**config.mk**
```make
export PLATFORM = sky130hd
export DESIGN_NAME = imem_boot_loader
export DESIGN_NICKNAME = d
export VERILOG_FILES = /design/src/rtl/riscv_boot_pkg.sv /design/src/rtl/boot_word_assembler.sv /design/src/rtl/imem_boot_loader.sv
export SDC_FILE = /design/constraint.sdc
export NUM_CORES = 1
export LEC_CHECK = 0
export ABC_AREA = 1
export CORE_ASPECT_RATIO = 0.8
export CORE_MARGIN = 3
export CORE_UTILIZATION = 45
export DETAILED_ROUTE_END_ITERATION = 10
export PLACE_DENSITY = 0.66
export SYNTH_ARGS = -nofsm -noshare
export SYNTH_HDL_FRONTEND = slang
export SYNTH_SLANG_ARGS = --single-unit
```
**constraint.sdc**
```tcl
create_clock -name clk -period 5.2 [get_ports clk]
set_input_delay 0.78 -clock clk [delete_from_list [all_inputs] [get_ports clk]]
set_output_delay 0.78 -clock clk [all_outputs]
set_load 0.02 [all_outputs]
```
**src/rtl/riscv_boot_pkg.sv**
```systemverilog
// Shared types for the instruction-memory boot loader.
// Latency: none (types and constants only).
// Backpressure: not applicable.
package riscv_boot_pkg;

  // Loader FSM states, in frame order followed by the two terminal states.
  typedef enum logic [2:0] {
    SYNC  = 3'd0,
    LEN0  = 3'd1,
    LEN1  = 3'd2,
    DATA  = 3'd3,
    CSUM  = 3'd4,
    DONE  = 3'd5,
    ERROR = 3'd6
  } boot_state_e;

  // Frame start marker.
  localparam logic [7:0] BOOT_SYNC_BYTE = 8'hA5;

  // Word count carried in the frame header.
  typedef logic [15:0] frame_len_t;

endpackage

```
**src/rtl/boot_word_assembler.sv**
```systemverilog
// Packs bytes LSB-first into 32-bit words and presents each finished word for one cycle.
// Latency: word_vld/word_dat registered, one cycle after the edge that takes the 4th byte.
// Backpressure: none; the output word register is separate from the shift register,
//   so a byte may enter while the previous word is still being presented.
// Ports: clk/rst_n; clr restarts byte alignment; byte_vld/byte_dat input byte;
//        word_cmpl flags the current byte as the 4th of a word; word_vld/word_dat output word.
module boot_word_assembler (
  input  logic        clk,
  input  logic        rst_n,
  input  logic        clr,
  input  logic        byte_vld,
  input  logic [7:0]  byte_dat,
  output logic        word_cmpl,
  output logic        word_vld,
  output logic [31:0] word_dat
);

  logic [1:0]  cnt_q, cnt_d;
  logic [23:0] shift_q, shift_d;
  logic        word_vld_q, word_vld_d;
  logic [31:0] word_q, word_d;

  assign word_cmpl = byte_vld && !clr && (cnt_q == 2'd3);

  always_comb begin
    cnt_d      = cnt_q;
    shift_d    = shift_q;
    word_vld_d = 1'b0;
    word_d     = word_q;
    if (clr) begin
      cnt_d = 2'd0;
    end else if (byte_vld) begin
      if (cnt_q == 2'd3) begin
        // Earlier bytes sit in the low positions, newest byte becomes bits [31:24].
        word_d     = {byte_dat, shift_q};
        word_vld_d = 1'b1;
        cnt_d      = 2'd0;
      end else begin
        shift_d = {byte_dat, shift_q[23:8]};
        cnt_d   = cnt_q + 2'd1;
      end
    end
  end

  always_ff @(posedge clk or negedge rst_n) begin
    if (!rst_n) begin
      cnt_q      <= 2'd0;
      shift_q    <= 24'd0;
      word_vld_q <= 1'b0;
      word_q     <= 32'd0;
    end else begin
      cnt_q      <= cnt_d;
      shift_q    <= shift_d;
      word_vld_q <= word_vld_d;
      word_q     <= word_d;
    end
  end

  assign word_vld = word_vld_q;
  assign word_dat = word_q;

endmodule

```
**src/rtl/imem_boot_loader.sv**
```systemverilog
// Receives a framed byte stream, writes it as little-endian words into instruction memory, releases core reset on a good checksum.
// Latency: imem_we one cycle after the edge accepting a word's 4th byte; core_rst_n rises one edge after DONE entry.
// Backpressure: in_ready high in every state except DONE, which stalls the stream until rst_n.
// Ports: clk/rst_n; in_valid/in_data/in_ready byte stream; imem_we/imem_addr/imem_wdata memory write;
//        core_rst_n reset to the core (low = held); load_done sticky success; load_err last frame failed.
module imem_boot_loader
  import riscv_boot_pkg::*;
#(
  parameter int unsigned IMEM_DEPTH = 4096,
  parameter int unsigned IMEM_AW    = $clog2(IMEM_DEPTH),
  parameter logic [7:0]  SYNC_BYTE  = BOOT_SYNC_BYTE
) (
  input  logic               clk,
  input  logic               rst_n,
  input  logic               in_valid,
  input  logic [7:0]         in_data,
  output logic               in_ready,
  output logic               imem_we,
  output logic [IMEM_AW-1:0] imem_addr,
  output logic [31:0]        imem_wdata,
  output logic               core_rst_n,
  output logic               load_done,
  output logic               load_err
);

  boot_state_e        state_q, state_d;
  frame_len_t         len_q, len_d;
  frame_len_t         wcnt_q, wcnt_d;
  logic [7:0]         sum_q, sum_d;
  logic [IMEM_AW-1:0] addr_q, addr_d;
  logic               in_ready_q, in_ready_d;
  logic               core_rst_n_q, core_rst_n_d;
  logic               load_done_q, load_done_d;
  logic               load_err_q, load_err_d;

  logic       accept;
  logic       asm_clr;
  logic       asm_vld;
  logic       asm_cmpl;
  frame_len_t len_full;

  assign accept   = in_valid && in_ready_q;
  assign len_full = {in_data, len_q[7:0]};

  boot_word_assembler u_asm (
    .clk       (clk),
    .rst_n     (rst_n),
    .clr       (asm_clr),
    .byte_vld  (asm_vld),
    .byte_dat  (in_data),
    .word_cmpl (asm_cmpl),
    .word_vld  (imem_we),
    .word_dat  (imem_wdata)
  );

  always_comb begin
    state_d = state_q;
    len_d   = len_q;
    wcnt_d  = wcnt_q;
    sum_d   = sum_q;
    addr_d  = addr_q;
    asm_clr = 1'b0;
    asm_vld = 1'b0;
    if (accept) begin
      unique case (state_q)
        SYNC: begin
          if (in_data == SYNC_BYTE) state_d = LEN0;
        end
        LEN0: begin
          len_d   = {8'h00, in_data};
          state_d = LEN1;
        end
        LEN1: begin
          len_d   = len_full;
          wcnt_d  = '0;
          sum_d   = 8'h00;
          asm_clr = 1'b1;
          if ({16'h0000, len_full} > IMEM_DEPTH) state_d = ERROR;
          else if (len_full == '0)               state_d = CSUM;
          else                                   state_d = DATA;
        end
        DATA: begin
          asm_vld = 1'b1;
          sum_d   = sum_q + in_data;
          if (asm_cmpl) begin
            // Address is captured now so it lines up with the assembler's
            // registered word on the following cycle.
            addr_d = wcnt_q[IMEM_AW-1:0];
            wcnt_d = wcnt_q + 16'd1;
            // The last word's write strobe lands in the first CSUM cycle,
            // so the checksum byte may already be taken alongside it.
            if (wcnt_q == len_q - 16'd1) state_d = CSUM;
          end
        end
        CSUM: begin
          state_d = (in_data == sum_q) ? DONE : ERROR;
        end
        DONE: begin
          state_d = DONE;
        end
        ERROR: begin
          if (in_data == SYNC_BYTE) state_d = LEN0;
        end
        default: state_d = SYNC;
      endcase
    end
    in_ready_d   = (state_d != DONE);
    load_done_d  = (state_d == DONE);
    load_err_d   = (state_d == ERROR);
    // One edge behind DONE entry; DONE is only left through rst_n, so this stays high.
    core_rst_n_d = (state_q == DONE);
  end

  always_ff @(posedge clk or negedge rst_n) begin
    if (!rst_n) begin
      state_q      <= SYNC;
      len_q        <= '0;
      wcnt_q       <= '0;
      sum_q        <= 8'h00;
      addr_q       <= '0;
      in_ready_q   <= 1'b1;
      core_rst_n_q <= 1'b0;
      load_done_q  <= 1'b0;
      load_err_q   <= 1'b0;
    end else begin
      state_q      <= state_d;
      len_q        <= len_d;
      wcnt_q       <= wcnt_d;
      sum_q        <= sum_d;
      addr_q       <= addr_d;
      in_ready_q   <= in_ready_d;
      core_rst_n_q <= core_rst_n_d;
      load_done_q  <= load_done_d;
      load_err_q   <= load_err_d;
    end
  end

  assign in_ready   = in_ready_q;
  assign imem_addr  = addr_q;
  assign core_rst_n = core_rst_n_q;
  assign load_done  = load_done_q;
  assign load_err   = load_err_q;

endmodule

```
# == Word-level counts from Yosys, hierarchy flattened ==
# Cells that the tools add are included.
# word_totals
ff_bits,118
input_bits,11
word_cells,75
n_memories,0
latchBits,0
output_inout_bits,49
romBits,0
ram_bits,0
# classes
shift,0
bitwise,3
mux,22
eq_ne,14
n_addsub,4
n_mul,0
n_reduce_logical,17
div,0
n_lt_le_gt_ge,1
# ops
op,count
$pmux 16 s2,2
$mux 3,6
$pmux 3 s6,1
$add 16x1->16 const B,1
$eq 16x16->1,1
$gt 16x13->1 const B,1
$logic_not 16->1,1
$mux 16,1
$pmux 8 s2,1
$sub 16x1->16 const B,1
$eq 3x3->1 const B,5
$reduce_and 3->1,5
$add 8x8->8,1
$eq 8x8->1,1
$eq 8x8->1 const B,1
$mux 2,4
$mux 1,7
$eq 3x2->1 const B,2
$reduce_bool 2->1,3
$reduce_and 2->1,2
$eq 3x1->1 const B,1
$logic_and 1x1->1,3
$logic_not 3->1,1
$ne 3x3->1 const B,1
6 further kinds,8

# == Depth between registers and ports, before layout ==
# logic_depth
ltp_word,10
depth_mapped,19
depth_no_buf,19

# == Hierarchy ==
# Synthesis repeated with hierarchy kept, for this count alone.
# unflattened
cells_unflattened,744
hier_area_um2,6040.8
# modules_own_cells
mod,cells_per_inst,n_inst,seq_area_each_um2,area_per_inst_um2
imem_boot_loader,482,1,1477.7,3582.2
boot_word_assembler,262,1,1476.4,2458.6

# == Worst setup path after synthesis ==
# No wires, ideal clock.
# synth_path
path_kind,input to register
start,in in_data[2]
end,reg sum_q[7]
setup_slack_ns,2.990
path_stages,11
path_buffers,0
setup_ns,0.083
arrival_time_ns,2.127
required_time_ns,5.117
path_cell_list,ha_1 a21oi_1 nand2_1 nand2_1 nand2_1 a21oi_1 nor2_1 o21ai_0 nand2_1 xor2_1 o21ai_0
# synth_between
elab_chain_cells,2
# synth_lines
element,line_no,source
"start, declared",imem_boot_loader.sv:16,"input logic [7:0] in_data,"
$add 8x8->8,imem_boot_loader.sv:84,sum_d = sum_q + in_data;
$pmux 8 s2,imem_boot_loader.sv:65,unique case (state_q)
"end signal, assigned",imem_boot_loader.sv:129,sum_q <= sum_d;
"end, declared",imem_boot_loader.sv:29,"logic [7:0] sum_q, sum_d;"
# Every way passes these cells.
# A chain may end at the register's enable or synchronous reset.

# == Final worst setup path ==
# layout_path
start,in in_valid
end,reg load_err_q (netlist: load_err)
# layout_between
elab_chain_cells,9
elab_cells_between_ends,10
classes_between,1 x eq/ne; 5 x mux; 4 x reduce/logical
# layout_lines
element,line_no,source
"start, declared",imem_boot_loader.sv:15,"input logic in_valid,"
$logic_and 1x1->1 *,imem_boot_loader.sv:42,assign accept = in_valid && in_ready_q;
$mux 1,imem_boot_loader.sv:64,if (accept) begin
$logic_not 1->1,boot_word_assembler.sv:23,assign word_cmpl = byte_vld && !clr && (cnt_q == 2'd3);
$logic_and 1x1->1 (2 in a row),boot_word_assembler.sv:23,
$mux 3,imem_boot_loader.sv:85,if (asm_cmpl) begin
$pmux 3 s6,imem_boot_loader.sv:65,
$mux 3 *,imem_boot_loader.sv:64,
net state_d[1],imem_boot_loader.sv:26,"boot_state_e state_q, state_d;"
$eq 3x3->1 *,imem_boot_loader.sv:109,load_err_d = (state_d == ERROR);
net load_err_d,imem_boot_loader.sv:34,"logic load_err_q, load_err_d;"
"end signal, assigned",imem_boot_loader.sv:134,load_err_q <= load_err_d;
"end, declared",imem_boot_loader.sv:34,
# The timed path passes the listed nets; every way through them passes the cells marked *.

==> results <==
- The number of global-route vias before repair is between 4000 and 5000.
- The number of antenna diodes in the final layout is 0.
- Setup repair after global routing left no endpoint under its margin.
- Clock latency on the worst-skew pair, taken at its later pin, is just over 0.4 ns.
- The number of remaining DRC errors is 0.
- The net count after synthesis is a little over 700.
- The floorplan die area is about 14000 um2.
- The final period demand of the worst path is 2.99 ns.
- Input and output buffers added on the ports amount to 59.
- The synthesized design contains between 100 and 150 register bits.
- The end point of the worst hold path is u_asm.word_dat[1].
- For the final database, setup skew stands at about 0.009 ns.
- The congestion estimate from routability-driven global placement came to ~0.9.
- In this run the worst path has a maximum fanout of 82.
- Headroom to the max-slew limit came out at 31.2%.
- The count of final setup violators is 0.
- The number of hold violations in the final report was 0.
- The aggregate routed wire length is about 13000 um.
- The required time of the critical path is 5.54 ns.
- The total of warnings raised by yosys is 0.
- The slew of the pin with the lowest slew margin is between 1 and 1.5 ns.
- The H-tree was split into 4 levels.
- STA classifies the critical path endpoint as a flip-flop.
- In this run the critical register-to-register path is launched from in_ready.
- The synthesized netlist occupies a cell area of approximately 5600 um2.
- Counting distinct cell types in the post-synthesis netlist gives 38.
- From synthesis to final layout, the design area changed by 24.4%.
- For this design the ratio of total power to cell area is approximately 480 nW/um2.
- The maximum ir drop on the vdd rail is around 0.29 mV.
- The final hold slack is 0.474 ns.
- The first-pass iteration count of the detailed router is 5.
- For this run, the post-layout net count is roughly 770.
- After clock tree synthesis, the clock-pin slew on the worst setup and hold paths is approximately 0.060 ns.
- In this run the critical register-to-register path is captured at load_err.
- The clock sink count is ~120.
- After floorplanning, the core was divided into 35 placement rows.
- The max-slew violation count is 0.
- After synthesis, the mean cell area works out to roughly 8 um2.
- Synthesis handed over a netlist of between 600 and 700 instances.
- The root buffer cell chosen for the clock tree is sky130_fd_sc_hd__clkbuf_16.
- For this block, the via count after detailed routing is between 4000 and 5000.
- Summed over all layers, the global routing overflow is 0.
- The floorplan step set the die width to roughly 130 um.
- The global-route wire length before repair is 22400 um.
- After detailed placement, the design holds a cell count of around 890.
- The I/O pin count is 60.
- Entering global routing, the biggest net connects 84 pins.
- The critical path is of the input pin to flip-flop type.
- For this block, the initial DRC count from the detailed router was around 340.
- The core region is between 10000 and 15000 um2.
- The standby leakage power is around 3.3 nW.
- After filler insertion, the fill cell instance count of the layout stands at around 1100.
- Timing would allow up to around 0.33 GHz.
- The number of antenna violations at the first check in global routing is 0.
- The number of cells traversed by the worst register-to-register path is 16.
- The minimum setup slack among reg-to-reg paths is 2.52 ns.
- In this run the remaining antenna-violating nets after routing total 0.
- Setup total negative slack on the finished layout was measured at 0 ns.
- The half-perimeter wire length of the detailed placement result is between 9000 and 10000 um.
- The number of buffers added for setup after CTS is 0.
- The proportion of layout cells with a drive suffix above 1 is 7.38%.
- The chip height is between 100 and 150 um.
- The average vias per placed instance is about 5.1.
- The tightest min-delay check is of the flip-flop to flip-flop type.
- Once the clock tree was built, the resizer swapped 0 gates to a different size.
- The startpoint of the lowest-slack hold path is u_asm.shift_q[1].
- The share of the Yosys chip area taken by registers is 52.4%.
- The run finished with clean final reports.
- The TritonCTS clock tree is built.
- The number of standard cells in the final layout excluding fillers is slightly above 900.
- Along the worst hold path, the cell count comes to 2.
- The initial core utilization is a little under half.
- The clock passes through at most 2 buffers.
- Across the run, the number of max-cap violations was 0.
- In this run, post-CTS hold repair placed 0 buffers.
- STA puts the critical path data arrival time at around 3.3 ns.
- Global routing consumed, over all layers together, between 20 and 25% of the routing resources.
- Dividing the detail-routed wire length by the instance count gives about 14 um.
- The sort of element at the start of the critical path is an input pin.
- The post-route fraction of the period consumed by the critical path is between 50% and 60%.
- The number of buffers inserted during clock tree synthesis is 17.
==> worst max-delay path: stages <==
cell and delay [ns]:
sky130_fd_sc_hd__clkdlybuf4s50_1 0.40, sky130_fd_sc_hd__nand2_1 0.24, sky130_fd_sc_hd__inv_1 0.19, sky130_fd_sc_hd__nand3_2 0.11
sky130_fd_sc_hd__buf_4 0.56, sky130_fd_sc_hd__nor2_1 0.15, sky130_fd_sc_hd__nand2_1 0.09, sky130_fd_sc_hd__nor2_1 0.04
sky130_fd_sc_hd__nand2_1 0.05, sky130_fd_sc_hd__nor2_1 0.03, sky130_fd_sc_hd__nand3_1 0.12, sky130_fd_sc_hd__nand2_1 0.10
sky130_fd_sc_hd__nand2_1 0.09, sky130_fd_sc_hd__nand2_1 0.07, sky130_fd_sc_hd__nand2_1 0.09, sky130_fd_sc_hd__nand2_1 0.05
sky130_fd_sc_hd__nor2_1 0.10
==> Yosys cell counts, drive strengths merged <==
| library cell | count | area, um2 |
|---|---|---|
| or2 | 1 | 6.26 |
| a32o | 1 | 10.0 |
| nand3b | 1 | 7.51 |
| o21a | 1 | 7.51 |
| dfstp | 1 | 26.3 |
| a22o | 3 | 26.3 |
| ha | 10 | 125 |
| a21oi | 18 | 90.1 |
| nand3 | 34 | 180 |
| o21bai | 2 | 18.8 |
| nand4 | 5 | 31.3 |
| xor2 | 8 | 70.1 |
| clkinv | 1 | 3.75 |
| xnor2 | 6 | 52.6 |
| nor2 | 61 | 246 |
| inv | 86 | 323 |
| o21ai | 93 | 469 |
| nor3 | 10 | 77.6 |
| fa | 1 | 20.0 |
| o22ai | 8 | 50.1 |
| xnor3 | 1 | 22.5 |
| nand2 | 192 | 731 |
| buf | 3 | 21.3 |
| clkbuf | 17 | 63.8 |
| a31oi | 1 | 6.26 |
| nor4 | 3 | 18.8 |
| dfrtp | 117 | 2930 |
==> kinds of logic (layout without fill, tap and decap cells) <==
logic type / after synthesis / count (layout) / share of synthesized area, %
adder cells (fa/ha/maj): 11 / 11 / 2.58
XOR/XNOR: 15 / 15 / 2.58
flip-flops: 118 / 118 / 52.4
AO/OA/AOI/OAI: 127 / 127 / 12.0
buffers and inverters: 107 / 181 / 7.31
AND/OR/NAND/NOR: 307 / 307 / 23.1
==> cells in the final DEF, fill, tap and decap left out, types with 2 or more instances in the layout <==
cell and count:
sky130_fd_sc_hd__a21oi_1 18, sky130_fd_sc_hd__a22o_1 3, sky130_fd_sc_hd__buf_4 4, sky130_fd_sc_hd__bufinv_16 4
sky130_fd_sc_hd__clkbuf_16 17, sky130_fd_sc_hd__clkdlybuf4s50_1 58, sky130_fd_sc_hd__clkinv_4 2, sky130_fd_sc_hd__clkinvlp_4 6
sky130_fd_sc_hd__dfrtp_1 117, sky130_fd_sc_hd__ha_1 10, sky130_fd_sc_hd__inv_1 83, sky130_fd_sc_hd__inv_2 3
sky130_fd_sc_hd__inv_6 2, sky130_fd_sc_hd__nand2_1 188, sky130_fd_sc_hd__nand2_2 4, sky130_fd_sc_hd__nand3_1 32
sky130_fd_sc_hd__nand3_2 2, sky130_fd_sc_hd__nand4_1 5, sky130_fd_sc_hd__nor2_1 56, sky130_fd_sc_hd__nor2_2 4
sky130_fd_sc_hd__nor3_1 7, sky130_fd_sc_hd__nor3_4 2, sky130_fd_sc_hd__nor4_1 3, sky130_fd_sc_hd__o21ai_0 87
sky130_fd_sc_hd__o21ai_1 5, sky130_fd_sc_hd__o22ai_1 8, sky130_fd_sc_hd__xnor2_1 6, sky130_fd_sc_hd__xor2_1 8
==> stage by stage <==
step | util [%] | power [mW] | worst slack (ns) | instance area [um2]
3_3_place_gp | 53.6 | 2.11 | 1.99 | 6370
5_1_grt | 59.0 | 3.63 | 1.89 | 7010
2_1_floorplan | - | 1.90 | 2.99 | 5630
3_5_place_dp | 53.6 | 2.14 | 1.84 | 6370
6_report | 59.0 | 3.40 | 2.21 | 7010
4_1_cts | 59.0 | 3.41 | 2.25 | 7010
==> routing by layer <==
layer	global-route usage [%]	routed length (um)
met1	29.5	6390
met2	29.9	5620
met3	5.73	782
met4	6.02	204
met5	0	0
==> state kept, by name, summed over array words and instances, names as in the netlist <==
signal and cells:
u_asm.word_vld 1, u_asm.shift_q 24, wcnt_q 16, imem_addr 12, load_done 1, sum_q 8, load_err 1, u_asm.word_dat 32
u_asm.cnt_q 2, in_ready 1, core_rst_n 1, len_q 16, state_q 3
==> where the power goes <==
part	switching, mW	internal (mW)
sequential	0.159	1.11
combinational	0.549	0.324
clock	0.437	0.818
==> area by class of cell <==
type	instances	area (um2)	share of cell area, %
repair buffers	62	611	8.72
inverters	87	327	4.66
clock buffers	18	439	6.27
flip-flops and latches	118	2950	42.2
multi-input cells	460	2270	32.4
well taps	166	208	2.96
clock inverters	14	200	2.86
==> worst max-delay path by stage <==
stage	start	cells past startpoint	slack, ns	endpoint
2_1_floorplan	in_data[2]	11	2.99	sum_q[7]
3_3_place_gp	in_valid	17	1.99	load_done
3_5_place_dp	in_valid	17	1.84	load_err
4_1_cts	in_valid	17	2.25	load_err
5_1_grt	in_valid	17	1.89	load_done
6_report	in_valid	17	2.21	load_err
Power figures use the tool's default switching activity.
